**src/rtl/jtcop_dma_pkg.sv**
```systemverilog
// Shared constants for the JTCOP DMA blocks: FSM state encodings and the
// supported range of object-RAM read latency.
package jtcop_dma_pkg;

  localparam logic [2:0] ST_IDLE  = 3'd0;
  localparam logic [2:0] ST_REQ   = 3'd1;
  localparam logic [2:0] ST_COPY  = 3'd2;
  localparam logic [2:0] ST_DRAIN = 3'd3;
  localparam logic [2:0] ST_DONE  = 3'd4;

  localparam int RD_LAT_MIN = 1;
  localparam int RD_LAT_MAX = 3;

endpackage

```
**src/rtl/jtcop_obj_dma_pipe.sv**
```systemverilog
// Read-latency delay line: carries a valid bit and the word address next to
// each object-RAM read so the write side knows where returned data belongs.
module jtcop_obj_dma_pipe #(
  parameter int AW     = 10,
  parameter int RD_LAT = 1
) (
  input  logic          rst,
  input  logic          clk,
  input  logic          flush,
  input  logic          in_valid,
  input  logic [AW-1:0] in_addr,
  input  logic [15:0]   rd_data,
  output logic          out_valid,
  output logic [AW-1:0] out_addr,
  output logic [15:0]   out_data,
  output logic          pending
);

  logic [RD_LAT-1:0] valid_q, valid_d;
  logic [AW-1:0]     addr_q [RD_LAT];
  logic [AW-1:0]     addr_d [RD_LAT];
  logic [15:0]       data_q, data_d;

  always_comb begin
    valid_d = '0;
    data_d  = data_q;
    for (int i = 0; i < RD_LAT; i++) addr_d[i] = '0;
    valid_d[0] = in_valid;
    addr_d[0]  = in_addr;
    for (int i = 1; i < RD_LAT; i++) begin
      valid_d[i] = valid_q[i-1];
      addr_d[i]  = addr_q[i-1];
    end
    // The address flop counts as the first latency cycle, so the word is
    // sampled as its entry moves into the last stage.
    if (valid_d[RD_LAT-1]) data_d = rd_data;
    if (flush) begin
      valid_d = '0;
      data_d  = '0;
      for (int i = 0; i < RD_LAT; i++) addr_d[i] = '0;
    end
  end

  always_comb begin
    pending = 1'b0;
    for (int i = 0; i < RD_LAT - 1; i++) pending = pending | valid_q[i];
  end

  always_ff @(posedge clk or posedge rst) begin
    if (rst) begin
      valid_q <= '0;
      data_q  <= '0;
      for (int i = 0; i < RD_LAT; i++) addr_q[i] <= '0;
    end else begin
      valid_q <= valid_d;
      data_q  <= data_d;
      for (int i = 0; i < RD_LAT; i++) addr_q[i] <= addr_d[i];
    end
  end

  assign out_valid = valid_q[RD_LAT-1];
  assign out_addr  = addr_q[RD_LAT-1];
  assign out_data  = data_q;

endmodule

```
**src/rtl/jtcop_obj_dma.sv**
```systemverilog
// Object-RAM DMA: on start, takes the 68000 bus and copies all 2^AW words of
// object RAM into the line-buffer source RAM, then releases the bus.
module jtcop_obj_dma
  import jtcop_dma_pkg::*;
#(
  parameter int AW     = 10,
  parameter int RD_LAT = 1
) (
  input  logic          rst,
  input  logic          clk,
  input  logic          start,
  input  logic          bg,
  output logic          br,
  output logic          bgack,
  output logic          busy,
  output logic          done,
  output logic [AW-1:0] ram_addr,
  input  logic [15:0]   ram_dout,
  output logic [AW-1:0] buf_addr,
  output logic [15:0]   buf_din,
  output logic          buf_we
);

  // Out-of-range latencies are pulled into the supported window.
  localparam int LAT = (RD_LAT < RD_LAT_MIN) ? RD_LAT_MIN :
                       (RD_LAT > RD_LAT_MAX) ? RD_LAT_MAX : RD_LAT;
  localparam logic [AW:0] CNT_ONE = (AW+1)'(1);

  logic [2:0]    state_q, state_d;
  logic [AW:0]   cnt_q, cnt_d;
  logic [AW-1:0] ram_addr_q, ram_addr_d;
  logic          br_q, br_d, bgack_q, bgack_d;
  logic          busy_q, busy_d, done_q, done_d;
  logic          pipe_pending;

  // Bus handshake: br is held in REQ until bg is sampled high; bgack then
  // stays high from the first read until the pipeline drains. While bgack is
  // high the CPU cannot retake the bus, so bg is not looked at after grant.
  always_comb begin
    state_d    = state_q;
    cnt_d      = cnt_q;
    ram_addr_d = ram_addr_q;
    case (state_q)
      ST_IDLE: begin
        cnt_d      = '0;
        ram_addr_d = '0;
        if (start) state_d = ST_REQ;
      end
      ST_REQ: begin
        if (bg) begin
          state_d    = ST_COPY;
          ram_addr_d = cnt_q[AW-1:0];
          cnt_d      = cnt_q + CNT_ONE;
        end
      end
      ST_COPY: begin
        // cnt_q[AW] set means address 2^AW-1 is on ram_addr this cycle.
        if (cnt_q[AW]) begin
          state_d = ST_DRAIN;
        end else begin
          ram_addr_d = cnt_q[AW-1:0];
          cnt_d      = cnt_q + CNT_ONE;
        end
      end
      ST_DRAIN: if (!pipe_pending) state_d = ST_DONE;
      ST_DONE:  state_d = ST_IDLE;
      default:  state_d = ST_IDLE;
    endcase
    br_d    = (state_d == ST_REQ);
    bgack_d = (state_d == ST_COPY) || (state_d == ST_DRAIN);
    busy_d  = (state_d != ST_IDLE);
    done_d  = (state_d == ST_DONE);
  end

  always_ff @(posedge clk or posedge rst) begin
    if (rst) begin
      state_q    <= ST_IDLE;
      cnt_q      <= '0;
      ram_addr_q <= '0;
      br_q       <= 1'b0;
      bgack_q    <= 1'b0;
      busy_q     <= 1'b0;
      done_q     <= 1'b0;
    end else begin
      state_q    <= state_d;
      cnt_q      <= cnt_d;
      ram_addr_q <= ram_addr_d;
      br_q       <= br_d;
      bgack_q    <= bgack_d;
      busy_q     <= busy_d;
      done_q     <= done_d;
    end
  end

  jtcop_obj_dma_pipe #(
    .AW     (AW),
    .RD_LAT (LAT)
  ) u_pipe (
    .rst       (rst),
    .clk       (clk),
    .flush     (state_q == ST_IDLE),
    .in_valid  (state_q == ST_COPY),
    .in_addr   (ram_addr_q),
    .rd_data   (ram_dout),
    .out_valid (buf_we),
    .out_addr  (buf_addr),
    .out_data  (buf_din),
    .pending   (pipe_pending)
  );

  assign br       = br_q;
  assign bgack    = bgack_q;
  assign busy     = busy_q;
  assign done     = done_q;
  assign ram_addr = ram_addr_q;

endmodule
```
**config.mk**
```make
export PLATFORM = sky130hd
export DESIGN_NAME = jtcop_obj_dma
export DESIGN_NICKNAME = d
export VERILOG_FILES = /design/src/rtl/jtcop_dma_pkg.sv /design/src/rtl/jtcop_obj_dma_pipe.sv /design/src/rtl/jtcop_obj_dma.sv
export SDC_FILE = /design/constraint.sdc
export NUM_CORES = 1
export LEC_CHECK = 0
export CORE_UTILIZATION = 35
export CTS_CLUSTER_SIZE = 25
export DETAILED_ROUTE_END_ITERATION = 8
export GPL_TIMING_DRIVEN = 0
export PLACE_DENSITY = 0.64
export SLEW_MARGIN = 15
export SYNTH_ARGS = -nofsm -noshare
export SYNTH_HDL_FRONTEND = slang
export SYNTH_SLANG_ARGS = --single-unit
```
**constraint.sdc**
```tcl
create_clock -name clk -period 2.7 [get_ports clk]
set_input_delay 0.54 -clock clk [delete_from_list [all_inputs] [get_ports clk]]
set_output_delay 0.54 -clock clk [all_outputs]
set_load 0.02 [all_outputs]
```
* Yosys cells after proc, flatten, opt, wreduce, memory -nomap -nowiden
Cells that the tools add are included. Widths: inputs -> output; s select.
Word-level totals: register bits after elaboration 55, input port bits 20, output and inout port bits 41, word-level logic and storage cells 42
Cells by class: $add $sub $neg 1, equality and inequality tests 9, muxes and demuxes 14, reduce and logical (&&, ||, !) cells 7
Operators with widths (count):
- $pmux 11 s3 | 1
- $mux 16 | 2
- $mux 10 | 3
- $pmux 10 s3 | 1
- $mux 11 | 2
- $eq 3x2->1 const B | 4
- $pmux 3 s4 | 1
- $add 11x1->11 const B | 1
- $mux 3 | 3
- $eq 3x1->1 const B | 2
- $reduce_bool 3->1 | 2
- $ne 2x2->1 const B | 2
- $eq 3x3->1 const B | 1
- $logic_not 3->1 | 1
- $reduce_and 3->1 | 1
- $reduce_and 2->1 | 1
- $reduce_bool 2->1 | 1
- $logic_or 1x1->1 | 1
- $mux 1 | 1

* Depth between registers and ports, before layout
depth after elaboration 4, depth in mapped cells 7, depth with buffers taken out 7

* By module
Synthesis repeated with hierarchy kept, for this count alone.
Second synthesis, totals: cell total of the unflattened synthesis 193, area total of the unflattened synthesis 2312.2 um2
By module, submodules not included:
- jtcop_obj_dma | times used 1, cells each 115, area an instance 1286.2 um2, seq. area each 700.7 um2
- jtcop_obj_dma_pipe | times used 1, cells each 78, area an instance 1026.0 um2, seq. area each 675.6 um2

* Worst setup path after synthesis
No wires, ideal clock.
path type reg-to-reg, start point reg state_q[1], end point reg ram_addr_q[6], in the netlist ram_addr[6], setup time 0.121 ns, data arrival time 1.385 ns, path slack 1.194 ns, cell stages (with the launch flop) 6, path buffers 2, path through dfrtp_1 -> buf_6 -> a211oi_4 -> nor2_2 -> buf_2 -> a22o_1
On the way: word-level cells in the longest chain between the ends 3, elaborated cells on any way between the ends 8
Ends and longest elaborated chain:
- from (decl) | line jtcop_obj_dma.sv:29 | logic [2:0] state_q, state_d;
- from (signal assigned) | line jtcop_obj_dma.sv:85 | state_q <= state_d;
- $eq 3x2->1, or another cell as far along | line jtcop_obj_dma.sv:43 | case (state_q)
- $ne 2x2->1 (no source line) or $reduce_bool 3->1 (tied branches)
- $reduce_and 3->1 (no source line)
- to (signal assigned) | line jtcop_obj_dma.sv:87 | ram_addr_q <= ram_addr_d;
- to (decl) | line jtcop_obj_dma.sv:31 | logic [AW-1:0] ram_addr_q, ram_addr_d;
Parallel ways exist; a longest one is shown, timed or not. A chain may end at the register's enable or synchronous reset.

* Worst setup path after layout
start point in bg, end point reg ram_addr_q[0], in the netlist ram_addr[0]
On the way: word-level cells in the longest chain between the ends 2
Ends and longest elaborated chain:
- from (decl) | line jtcop_obj_dma.sv:12 | input logic bg,
- $ne 2x2->1 (no source line)
- $reduce_and 3->1 (no source line)
No other way between the ends.

==> results.py <==
metrics = {
    "outcome": {
        "status": "complete, no violations",
    },
    "setup_path": {
        "crit_path_start_kind": "input pin",
        "worstPathRequired_ns": 2.90,
        "arrival_ns": 2.08,
        "critical_path.max_fanout": 10,
        "critical_path_class": "input pin to register",
        "crit_path_end_kind": "register",
    },
    "global_route": {
        "grt_max_degree": 38,
        "grt_overflow": 0,
        "grt_pass1_wl_um": 7380,
        "track_usage_pct": 14.5,
        "grt_pass1_vias": 1564,
        "antenna_found_initial": 0,
    },
    "synth": {
        "yosysSeqAreaShare_pct": 61.2,
        "syn_inst": 203,
        "syn_avg_cell_area_um2": 11.1,
        "synth_nets": 225,
        "syn_area_um2": 2250,
        "ys_types": 38,
        "ys_seq_elements": 55,
        "yosys_warnings": 0,
    },
    "layout": {
        "layout_commonest_cell": "clkdlybuf4s50_1",
        "final_area_um2": 3050,
        "nNetsFinal": 293,
        "final_layout_size_suffix_gt1_share_pct": 7.75,
        "diodes": 0,
        "area_growth_pct": 35.7,
        "final_cell_mix": "clkdlybuf4s50_1 (60), dfrtp_1 (55), nand2_1 (33)",
        "stdcell_count": 346,
    },
    "placed_design": {
        "place.gp.congestion": 0.747,
        "port_buffers": 60,
        "dp.cells": 339,
        "place_ws_ns": 0.485,
        "place_hpwl_um": 3370,
        "place_area_um2": 2960,
    },
    "clock_network": {
        "ctsHoldBuffers": 0,
        "cts_root_buf": "clkbuf_8",
        "cts_buffer_depth": 2,
        "insertion_delay_ns": 0.30,
        "numCtsBuffers": 5,
        "cts_tree": "yes",
        "cts.clk_slew.worst_paths_ns": 0.09,
        "post_cts_resize_count": 0,
        "cts-htree-levels": 2,
        "cts.sinks": 55,
        "post-cts-setup-buffers": 0,
    },
    "sta": {
        "drv_slew": 0,
        "skew_ns": 0.00600,
        "hold_viol_final": 0,
        "tns_ns": 0,
        "grt_setup_unrepaired": "false",
        "maxClockFrequency_mhz": 531,
        "setup_viol": 0,
        "fin_crit_sh_pct": 69.8,
        "fin_crit_ns": 1.88,
        "slew_headroom_pct": 63.4,
        "worstMarginPinSlew_ns": 0.546,
        "worst_slack_ns": 0.816,
    },
    "power": {
        "switchingPower_w": 0.00112,
        "power.internal_w": 0.00173,
        "clockPowerShare_pct": 16.0,
        "leakagePower_nw": 1.35,
        "p_comb_share_pct": 44.9,
        "seqPwrFrac_pct": 39.1,
        "vdd_ir_drop_max_mv": 0.466,
        "p_per_area_nw_per_um2": 936,
        "swShare_pct": 39.4,
    },
    "min_path": {
        "hold_class": "register to register",
    },
    "die": {
        "rows": 28,
        "ios": 61,
        "dieArea_um2": 6750,
        "die_x_um": 82.2,
        "start_util_pct": 37.1,
        "coreArea_um2": 6060,
        "die_h_um": 82.2,
    },
    "route": {
        "first_pass_iters": 4,
        "drtIter0Drc": 75,
        "wirelength_um": 4500,
        "via_per_inst": 4.78,
        "antenna_left": 0,
        "via_count": 1654,
        "wl_per_cell_um": 13.0,
        "post-route-drc-count": 0,
    },
    "run": {
        "maxCapViolCount": 0,
    },
}
-- flip-flops by register name (all words and copies together), names as in the netlist --
register,count
u_pipe.out_data,16
cnt_q,11
ram_addr,10
u_pipe.out_addr,10
state_q,3
bgack,1
br,1
busy,1
done,1
u_pipe.out_valid,1
-- power groups by stage --
stage | logic [W] | clock network [W] | registers [W]
2_1_floorplan | 0.000611 | 0 | 0.00131
3_5_place_dp | 0.00130 | 0 | 0.00114
3_3_place_gp | 0.00128 | 0 | 0.00113
5_1_grt | 0.00142 | 0.000498 | 0.00114
4_1_cts | 0.00130 | 0.000465 | 0.00112
6_report | 0.00128 | 0.000456 | 0.00112
-- routing by layer --
metal	track usage, %	vias up	wire (um)
met5	0	-	0
met4	4.74	0	65
met3	2.97	6	135
met2	23.1	29	2180
met1	19.7	793	2130
li1	-	826	-
-- worst paths after layout --
path | depth (start not counted) | startpoint | end | slack, ns
max in group asynchronous | 3 | rst | state_q[2]$_DFF_PP0_ | 1.64
worst max-delay path | 5 | bg | ram_addr[0]$_DFFE_PP0P_ | 0.82
worst min-delay path | 2 | u_pipe.out_data[9]$_DFFE_PP0P_ | u_pipe.out_data[9]$_DFFE_PP0P_ | 0.49
worst max register to register | 4 | state_q[0]$_DFF_PP0_ | cnt_q[7]$_DFFE_PP0P_ | 0.94
worst min register to register | 2 | u_pipe.out_data[9]$_DFFE_PP0P_ | u_pipe.out_data[9]$_DFFE_PP0P_ | 0.49
min in group asynchronous | 2 | rst | u_pipe.out_data[10]$_DFFE_PP0P_ | 0.54
-- per-stage QoR --
| stage | hold slack [ns] | total power (W) | utilization [%] |
|---|---|---|---|
| 6_report | 0.494 | 0.00286 | 50.4 |
| 3_5_place_dp | 0.476 | 0.00244 | 48.9 |
| 2_1_floorplan | 0.488 | 0.00192 | - |
| 5_1_grt | 0.519 | 0.00306 | 50.4 |
| 3_3_place_gp | 0.467 | 0.00241 | 48.6 |
| 4_1_cts | 0.498 | 0.00289 | 50.4 |
-- Yosys cell counts --
| master | number | area [um^2] |
|---|---|---|
| nor2_1 | 10 | 37.5 |
| or2_1 | 1 | 6.26 |
| nor3b_4 | 1 | 18.8 |
| nor3b_1 | 1 | 7.51 |
| buf_2 | 2 | 10.0 |
| a21oi_1 | 5 | 25.0 |
| inv_1 | 5 | 18.8 |
| nand3_1 | 2 | 10.0 |
| nor2_2 | 2 | 12.5 |
| o21ai_1 | 18 | 90.1 |
| clkbuf_1 | 7 | 26.3 |
| o211ai_1 | 3 | 22.5 |
| a41oi_1 | 1 | 8.76 |
| o2111ai_1 | 1 | 8.76 |
| and4_1 | 1 | 8.76 |
| nand4_1 | 2 | 12.5 |
| o21ai_0 | 1 | 5.00 |
| nor2b_1 | 10 | 62.6 |
| xor2_1 | 7 | 61.3 |
| dfrtp_1 | 55 | 1380 |
| nand2_1 | 33 | 124 |
| nand2b_1 | 2 | 12.5 |
| o21ai_2 | 1 | 8.76 |
| a31oi_1 | 1 | 6.26 |
| and3_1 | 4 | 25.0 |
| a211oi_4 | 1 | 20.0 |
| a21o_1 | 1 | 7.51 |
| nor3_2 | 1 | 10.0 |
| and2_1 | 2 | 12.5 |
| o41ai_1 | 1 | 8.76 |
| buf_6 | 1 | 11.3 |
| mux2_2 | 1 | 11.3 |
| a22o_1 | 11 | 96.3 |
| mux2i_1 | 1 | 10.0 |
| ha_1 | 2 | 25.0 |
| nor3_1 | 2 | 10.0 |
| or3_1 | 1 | 6.26 |
| buf_4 | 2 | 15.0 |
-- final cells by class --
class	count	area, um^2
clock buffer	6	82.6
fill	555	3010
sequential	55	1380
tap	75	93.8
clock inverter	1	5.00
timing repair buffer	61	621
multi-input combinational	131	792
inverter	5	18.8
buffer	12	62.6
-- logic make-up after synthesis --
| family | after synthesis | synth area share [%] |
|---|---|---|
| compound gates | 45 | 13.7 |
| xor+xnor | 7 | 2.73 |
| fa+ha+maj | 2 | 1.11 |
| buf+inv | 17 | 3.62 |
| flops | 55 | 61.2 |
| mux | 2 | 0.945 |
| simple gates | 75 | 16.7 |
-- worst max-delay path: stages --
cell,delay (ns)
clkdlybuf4s50_1,0.54
nor3b_4,0.43
nor2_2,0.11
buf_2,0.21
a22o_1,0.25
Note: power is estimated with default switching activity, not from simulation.
